--- src/rtl/control_sequencer.sv ---
// Control sequencer: fetch/exec1/exec2/halt FSM, opcode decode into datapath strobes, return-address stack.
// Optional build macro STACK_TRAP_EN: stack overflow/underflow halts the core instead of continuing.
module control_sequencer #(
  parameter int OP_W        = 4,
  parameter int ADDR_W      = 8,
  parameter int STACK_DEPTH = 4
) (
  input  logic              clk,
  input  logic              reset,
  input  logic [OP_W-1:0]   inst,
  input  logic              eq,
  input  logic [ADDR_W-1:0] pc_value,
  output logic [2:0]        state,
  output logic              ir_load,
  output logic              pc_inc,
  output logic              pc_load,
  output logic              stack_mux,
  output logic [ADDR_W-1:0] ret_addr,
  output logic              acc_load,
  output logic              e,
  output logic              f,
  output logic              wr_en,
  output logic              halted,
  output logic              stack_err
);

  localparam int SP_W  = $clog2(STACK_DEPTH + 1);
  localparam int IDX_W = (STACK_DEPTH > 1) ? $clog2(STACK_DEPTH) : 1;

  typedef enum logic [2:0] {
    ST_HALT  = 3'b000,
    ST_FETCH = 3'b001,
    ST_EXEC1 = 3'b010,
    ST_EXEC2 = 3'b100
  } state_t;

  state_t            state_r, state_nxt_s;
  logic [SP_W-1:0]   sp_r;
  logic [ADDR_W-1:0] stack_r [STACK_DEPTH];
  logic              stack_err_r;

  logic              op_ok_s;
  logic [3:0]        op_s;
  logic              is_sta_s, is_jmp_s, is_jeq_s, is_stp_s;
  logic              is_lda_s, is_jms_s, is_bbl_s, is_ldr_s;
  logic              taken_s, push_s, pop_s;
  logic              sp_full_s, sp_empty_s;
  logic              overflow_s, underflow_s, fault_s;
  logic [IDX_W-1:0]  top_idx_s, push_idx_s;

  // Upper opcode bits, when present, force a NOP.
  generate
    if (OP_W > 4) begin : g_wide_op
      assign op_ok_s = ~|inst[OP_W-1:4];
    end else begin : g_narrow_op
      assign op_ok_s = 1'b1;
    end
  endgenerate

  assign op_s = inst[3:0];

  // Opcode decode.
  always_comb begin
    is_sta_s = 1'b0;
    is_jmp_s = 1'b0;
    is_jeq_s = 1'b0;
    is_stp_s = 1'b0;
    is_lda_s = 1'b0;
    is_jms_s = 1'b0;
    is_bbl_s = 1'b0;
    is_ldr_s = 1'b0;
    case ({op_ok_s, op_s})
      5'b1_0000:            is_sta_s = 1'b1;
      5'b1_0001:            is_jmp_s = 1'b1;
      5'b1_0010, 5'b1_0011: is_jeq_s = 1'b1;
      5'b1_0100:            is_stp_s = 1'b1;
      5'b1_0101:            is_lda_s = 1'b1;
      5'b1_0110:            is_jms_s = 1'b1;
      5'b1_0111:            is_bbl_s = 1'b1;
      5'b1_1110:            is_ldr_s = 1'b1;
      default:              is_sta_s = 1'b0;
    endcase
  end

  assign taken_s     = is_jmp_s | (is_jeq_s & ~eq) | is_jms_s | is_bbl_s;
  assign sp_full_s   = (sp_r == SP_W'(STACK_DEPTH));
  assign sp_empty_s  = (sp_r == {SP_W{1'b0}});
  assign top_idx_s   = IDX_W'(sp_r - SP_W'(1));
  assign push_idx_s  = IDX_W'(sp_r);
  assign push_s      = (state_r == ST_EXEC1) & is_jms_s;
  assign pop_s       = (state_r == ST_EXEC1) & is_bbl_s;
  assign overflow_s  = push_s & sp_full_s;
  assign underflow_s = pop_s & sp_empty_s;

`ifdef STACK_TRAP_EN
  assign fault_s = overflow_s | underflow_s;
`else
  assign fault_s = 1'b0;
`endif

  // Top-of-stack view; an empty stack reads as address zero.
  always_comb begin
    if (sp_empty_s) begin
      ret_addr = {ADDR_W{1'b0}};
    end else begin
      ret_addr = stack_r[top_idx_s];
    end
  end

  // FSM state register.
  always_ff @(posedge clk or posedge reset) begin
    if (reset) begin
      state_r <= ST_FETCH;
    end else begin
      state_r <= state_nxt_s;
    end
  end

  // Next state and per-state strobes.
  always_comb begin
    state_nxt_s = state_r;
    ir_load     = 1'b0;
    pc_inc      = 1'b0;
    pc_load     = 1'b0;
    acc_load    = 1'b0;
    wr_en       = 1'b0;
    case (state_r)
      ST_FETCH: begin
        ir_load     = 1'b1;
        pc_inc      = 1'b1;
        state_nxt_s = ST_EXEC1;
      end
      ST_EXEC1: begin
        pc_load = taken_s & ~fault_s;
        wr_en   = is_sta_s;
        if (is_stp_s | fault_s) begin
          state_nxt_s = ST_HALT;
        end else begin
          state_nxt_s = ST_EXEC2;
        end
      end
      ST_EXEC2: begin
        acc_load    = is_lda_s | is_ldr_s;
        pc_inc      = ~taken_s;
        state_nxt_s = ST_FETCH;
      end
      ST_HALT:  state_nxt_s = ST_HALT;
      default:  state_nxt_s = ST_FETCH;
    endcase
  end

  // Decode-only selects follow the opcode in every running state.
  always_comb begin
    if (state_r != ST_HALT) begin
      e         = is_lda_s | is_ldr_s;
      stack_mux = is_bbl_s;
    end else begin
      e         = 1'b0;
      stack_mux = 1'b0;
    end
  end

  assign f         = pc_load;
  assign state     = state_r;
  assign halted    = (state_r == ST_HALT);
  assign stack_err = stack_err_r;

  // Return stack: push on JMS, pop on BBL, both at the edge ending EXEC1.
  always_ff @(posedge clk or posedge reset) begin
    if (reset) begin
      sp_r        <= {SP_W{1'b0}};
      stack_err_r <= 1'b0;
      for (int i = 0; i < STACK_DEPTH; i++) begin
        stack_r[i] <= {ADDR_W{1'b0}};
      end
    end else begin
      if (overflow_s | underflow_s) begin
        stack_err_r <= 1'b1;
      end
      if (push_s && !sp_full_s) begin
        stack_r[push_idx_s] <= pc_value;
        sp_r                <= sp_r + SP_W'(1);
`ifndef STACK_TRAP_EN
      end else if (overflow_s) begin
        stack_r[top_idx_s] <= pc_value;
`endif
      end else if (pop_s && !sp_empty_s) begin
        sp_r <= sp_r - SP_W'(1);
      end
    end
  end

endmodule

--- config.mk ---
export PLATFORM = sky130hd
export DESIGN_NAME = control_sequencer
export DESIGN_NICKNAME = d
export VERILOG_FILES = /design/src/rtl/control_sequencer.sv
export SDC_FILE = /design/constraint.sdc
export NUM_CORES = 1
export LEC_CHECK = 0
export ABC_AREA = 1
export CORE_MARGIN = 2
export CORE_UTILIZATION = 40
export DETAILED_ROUTE_END_ITERATION = 8
export RECOVER_POWER = 100
export SYNTH_ARGS = -nofsm -noshare
export SYNTH_HDL_FRONTEND = slang
export SYNTH_SLANG_ARGS = --single-unit
--- constraint.sdc ---
create_clock -name clk -period 4.6 [get_ports clk]
set_input_delay 0.92 -clock clk [delete_from_list [all_inputs] [get_ports clk]]
set_output_delay 0.92 -clock clk [all_outputs]
set_load 0.01 [all_outputs]
# Yosys cells after proc, flatten, opt, wreduce, memory -nomap -nowiden
# Cells that the tools add are included.
[op_classes] addsub=2 n_lt_le_gt_ge=4 eq_ne=13 muxes=32 bitwise_logic=14 n_reduce_logical=14
[op_table] cell="bitwise mux 32 bit" count=2
[op_table] cell="two-way mux 32 bit" count=2
[op_table] cell="two-way mux 8 bit" count=5
[op_table] cell="demux 8 bit (select 2 bit)" count=2
[op_table] cell="binary-select mux 8 bit (select 2 bit)" count=1
[op_table] cell="equality test 4 x 3 -> 1 bit (second input constant)" count=4
[op_table] cell="two-way mux 1 bit" count=14
[op_table] cell="two-way mux 3 bit" count=4
[op_table] cell="one-hot mux 3 bit (3 select lines)" count=1
[op_table] cell="equality test 4 x 2 -> 1 bit (second input constant)" count=2
[op_table] cell="equality test 3 bit (second input constant)" count=2
[op_table] cell=">= comparator 3 bit (second input constant)" count=2
[op_table] cell="logical NOT 3 bit" count=2
[op_table] cell="less-than comparator 3 x 1 -> 1 bit (second input constant)" count=2
[op_table] cell="NOT 2 -> 3 bit" count=2
[op_table] cell="bitwise AND 1 bit" count=5
[op_table] cell="bitwise OR 1 bit" count=5
[op_table] cell="equality test 4 x 1 -> 1 bit (second input constant)" count=1
[op_table] cell="equality test 4 bit (second input constant)" count=1
[op_table] cell="logical AND 1 bit" count=4
[op_table] cell="logical NOT 4 bit" count=1
[op_table] cell="nonzero test 2 bit" count=2
[op_table] cell="adder 3 x 1 -> 3 bit (second input constant)" count=1
[op_table] cell="equality test 3 x 1 -> 1 bit (second input constant)" count=1
[op_table] cell="9 further kinds" count=11
[totals] reg_bits=39 in_bits=15 output_inout_bits=21 wordCells=86

# Logic depth before layout (Yosys ltp)
[depth] word_depth=9 depth_mapped=10 ltp_nobuf=8

# Worst setup path after synthesis
# OpenSTA, ideal clock, no wires.
[synth_timing] kind="register to output" from="reg sp_r[0]" to="out ret_addr[7]" arrival_ps=1896 t_required_ps=3680 setup_slack_ps=1784 path_stages_with_launch=10 n_path_buf=3 cell_sequence="dfrtp_1 -> buf_2 -> inv_1 -> buf_2 -> ha_1 -> buf_2 -> clkinv_1 -> nor2_1 -> o21ai_0 -> a21oi_1"
[synth_via] elab_chain_cells=6 word_cells_on_any_way=7 cone_classes="add/sub (1); mux (4); bitwise (1); reduce/logical (1)"
[synth_lines] element="start: declaration" line="38" text="logic [SP_W-1:0] sp_r;"
[synth_lines] element="start signal: assignment" line="171" text="sp_r <= {SP_W{1'b0}};"
[synth_lines] element="start signal: assignment" line="182" text="sp_r <= sp_r + SP_W'(1);"
[synth_lines] element="start signal: assignment" line="188" text="sp_r <= sp_r - SP_W'(1);"
[synth_lines] element="subtractor 3 x 1 -> 3 bit"
[synth_lines] element="named net top_idx_s[0]" line="49" text="logic [IDX_W-1:0] top_idx_s, push_idx_s;"
[synth_lines] element="NOT 2 -> 3 bit (implied by the code)" line="106" text="ret_addr = stack_r[top_idx_s];"
[synth_lines] element="binary-select mux 8 bit (select 2 bit)" line="106"
[synth_lines] element="two-way mux 8 bit (implied by the code) (2 in series)" line="106"
[synth_lines] element="two-way mux 8 bit" line="103" text="if (sp_empty_s) begin"
[synth_lines] element="end: declaration" line="18" text="output logic [ADDR_W-1:0] ret_addr,"
# The timed path passes the listed nets, and every way through them passes these cells. The select of a mux whose other input is x is not followed.

# Worst setup path in the final report
[layout_timing] from="in inst[2]" to="out f"
[layout_via] elab_chain_cells=8 word_cells_on_any_way=15 cone_classes="eq/ne (5); mux (5); bitwise (4); reduce/logical (1)"
[layout_lines] element="start: declaration" line="10" text="input logic [OP_W-1:0] inst,"
[layout_lines] element="equality test 4 x 2 -> 1 bit" line="72" text="case ({op_ok_s, op_s})"
[layout_lines] element="OR reduction 2 bit" line="72"
[layout_lines] element="two-way mux 1 bit" line="72"
[layout_lines] element="bitwise AND 1 bit" line="85" text="assign taken_s = is_jmp_s | (is_jeq_s & ~eq) | is_jms_s | is_bbl_s;"
[layout_lines] element="bitwise OR 1 bit (2 in series)" line="85"
[layout_lines] element="bitwise OR 1 bit (*)" line="85"
[layout_lines] element="two-way mux 1 bit (*)" line="127" text="case (state_r)"
[layout_lines] element="end: declaration" line="21" text="output logic f,"
# Mark *: on every way between the ends. The rest lies on a longest branch, timed or not.

==> qor.txt <==
Violated checks -> max-capacitance violations, max-slew violations
R2r endpoint -> stack_r[3]
R2R cell count -> 6
Worst Path Required -> 3.68 ns
Antenna viol nets, final -> 0
Post-cts sizing count -> 0
Detailed-route DRC error count -> 0
Setup Crit Path Kind -> input pin to primary output
Final min period -> 3.60 ns
Worst-Margin Slew -> 1.63 ns
Drt pass-1 iters -> 4
Sum Neg Setup Slack -> 0 ns
Max transition margin -> -0.0961
Die area -> 0.00635 mm²
Hold WC Path Type -> flip-flop to flip-flop
Reg-to-Reg Start -> sp_r[1]
Row count -> 27
Fillers -> 578
Fin Clk Skew -> 0.00598 ns
Fin nets -> 343
CP Depth -> 6
Syn nets -> 304
Power Total -> 1.37 mW
Inserted Clock Buffers -> 5
Register area share after synthesis -> 0.427
Crit-path max cell delay -> 0.63 ns
Hold Path Origin -> stack_err
Die height -> 79.7 µm
Hpwl dp -> 3880 µm
Grt total ovfl -> 0
Layout area overhead -> 18.5%
Final setup violating endpoints -> 0
Max-cap viol count -> 1
Initial core utilization -> 0.416
Worst skew pair latency -> 0.29 ns
Initial antenna violation count -> 0
Clk sink count -> 39
Post-CTS setup buffers -> 0
Core footprint -> 0.00551 mm²
Root Buffer -> clkbuf_8
Hold Path Stages -> 2
Buffer and inverter count on the worst path -> 3
Worst VDD drop -> 236 µV
CTS tree -> done
Max Fclk -> 278 MHz
Post-route clock period utilization -> 0.783
DR iter-0 viols -> 59
Crit path capture type -> primary output
Vias per cell -> 5.05
Mapped Cells -> 281
Max-slew violations -> 14
H-tree depth -> 2
Wire per inst -> 14.2 µm
RSZ-0062 raised after global routing -> false
I/O Pins -> 36
Die width -> 79.7 µm
Reg area -> 977 µm²
Layout cells sized above 1 -> 0.0810
Status -> complete, but fails checks
Hold path endpoint -> stack_err
Routed wire length -> 5570 µm
Final instance area -> 0.00272 mm²
Clock transition at path regs -> 0.08 ns
N_diodes -> 0
Worst path slowest cell -> dlygate4sd3_1
Gr usage total -> 0.191
First-pass GRT wire length -> 9230 µm
Longest Clk Path Bufs -> 2
Multi-input gate area -> 0.00106 mm²
Post-synth top area cell -> dfrtp_1
WP data arrival -> 2.68 ns
Synth warnings -> 0
Yosys reg bits -> 39
Reg2Reg Setup Slack -> 1.84 ns
CP delay by family, top -> buffers and inverters
Vias -> 1983
I/O Buffers -> 35
Kind of start point of the critical path -> input pin
Power density cells -> 504 mW/mm²
Worst path cell trace -> dlygate4sd3_1, inv_1, nor2_1, nand2_2, a31oi_1, dlygate4sd3_1
Most frequent CP cell -> dlygate4sd3_1
Largest net degree at the start of global routing -> 29
Lkg Pwr -> 1.37 nW
Final hold violation count -> 0
Cell area after synthesis -> 0.00229 mm²
Syn avg cell area -> 8.15 µm²
Vias in the first global route -> 1907
Yosys cell types -> 30
Synth top area cells -> dfrtp_1 42%, nand2_1 11%, nor2_1 6.1%
Global placer's final weighted congestion -> 0.793
Share of the synthesized area in the top cell type -> 0.415
Placed Area -> 0.00271 mm²
Worst-path maximum fanout -> 3
# hold bufs at CTS -> 0
==> layout make-up <==
cell class | count | share of cell area
clock inverters | 2 | 0.0129
inverters | 25 | 0.0346
flip-flops and latches | 39 | 0.360
multi-input cells | 210 | 0.390
well taps | 72 | 0.0332
repair buffers | 39 | 0.139
clock buffers | 6 | 0.0304
==> layout by cell type (no fill, tap or decap), drive strengths merged, types with 3 or more instances in the layout <==
cell | netlist | final
inv | 23 | 23
clkbuf | 0 | 7
nor2 | 41 | 41
o21ai | 36 | 36
a31oi | 4 | 4
ha | 8 | 8
a21oi | 8 | 8
nand3 | 24 | 24
clkdlybuf4s50 | 0 | 12
clkinv | 2 | 3
nand2 | 75 | 75
nand4 | 7 | 7
dfrtp | 38 | 38
nor3 | 3 | 3
buf | 7 | 3
dlygate4sd3 | 0 | 23
==> worst max-delay path by stage <==
stage | slack (ns) | from | endpoint
floorplan | 1.78 | sp_r[0] | ret_addr[7]
global placement | 1.05 | inst[3] | f
detailed placement | 1.00 | inst[3] | f
CTS | 0.99 | inst[3] | f
global route | 0.88 | inst[2] | pc_load
finish | 1.0 | inst[2] | f
==> metrics by stage <==
step                      setup slack [ns]  hold WS, ns  instances  utilization
final                                0.998        0.472        393        0.493
after global routing                 0.878        0.512        393        0.493
after CTS                            0.994        0.480        393        0.514
after detailed placement              1.00        0.462        385        0.492
after global placement                1.05        0.455        385        0.492
after floorplan                       1.78        0.448        281            -
==> registers in the layout (all words and copies together) (netlist names) <==
register   flops
sp_r           3
stack_err      1
stack_r       32
state          3
==> power by group <==
| group | internal, mW | leakage (nW) | switching, mW | total (mW) |
|---|---|---|---|---|
| Sequential | 0.396 | 0.527 | 0.0408 | 0.437 |
| Clock | 0.176 | 0.0612 | 0.123 | 0.298 |
| Combinational | 0.252 | 0.779 | 0.383 | 0.635 |
| Total | 0.823 | 1.37 | 0.546 | 1.37 |
==> synth_stat cells <==
library cell,instances
nand2_2,3
o21bai_1,1
dfstp_2,1
nand3_4,1
ha_1,8
nand4_4,4
nand2_1,69
buf_4,1
a21oi_1,8
o21ai_2,5
inv_1,16
nor2_8,2
or2_4,1
nand3_1,21
buf_6,2
dfrtp_1,38
o21ai_1,8
nor4_1,1
a31oi_1,4
nor3_1,3
nand2_4,3
o21ai_0,23
nor2_4,2
nand3_2,2
nor2_1,37
inv_2,7
clkinv_1,2
nand4_1,3
buf_2,4
xor2_1,1
==> cell families (layout without fill, tap and decap cells) <==
| family | Yosys count | in the layout | share of synthesized area |
|---|---|---|---|
| adders and majority gates | 8 | 8 | 0.0437 |
| buffers and inverters | 32 | 72 | 0.0628 |
| xor gates and xnor gates | 1 | 1 | 0.00382 |
| and+or+nand+nor | 152 | 152 | 0.345 |
| DFF | 39 | 39 | 0.427 |
| AOI/OAI and AO/OA | 49 | 49 | 0.119 |
==> tightest hold or removal path, stage by stage, from the launching register on <==
cell and delay (ns):
dfrtp_1 0.35, a31oi_1 0.04, nand2_1 0.05
==> per-layer routing <==
metal  vias to the layer above  share of wire  GRT usage
met5                         -              0          0
met4                         0          0.022     0.0672
met3                        13          0.065     0.0498
met2                        59           0.44      0.289
met1                       911           0.47      0.263
li1                       1000              -          -
Note: power is estimated with default switching activity, not from simulation.
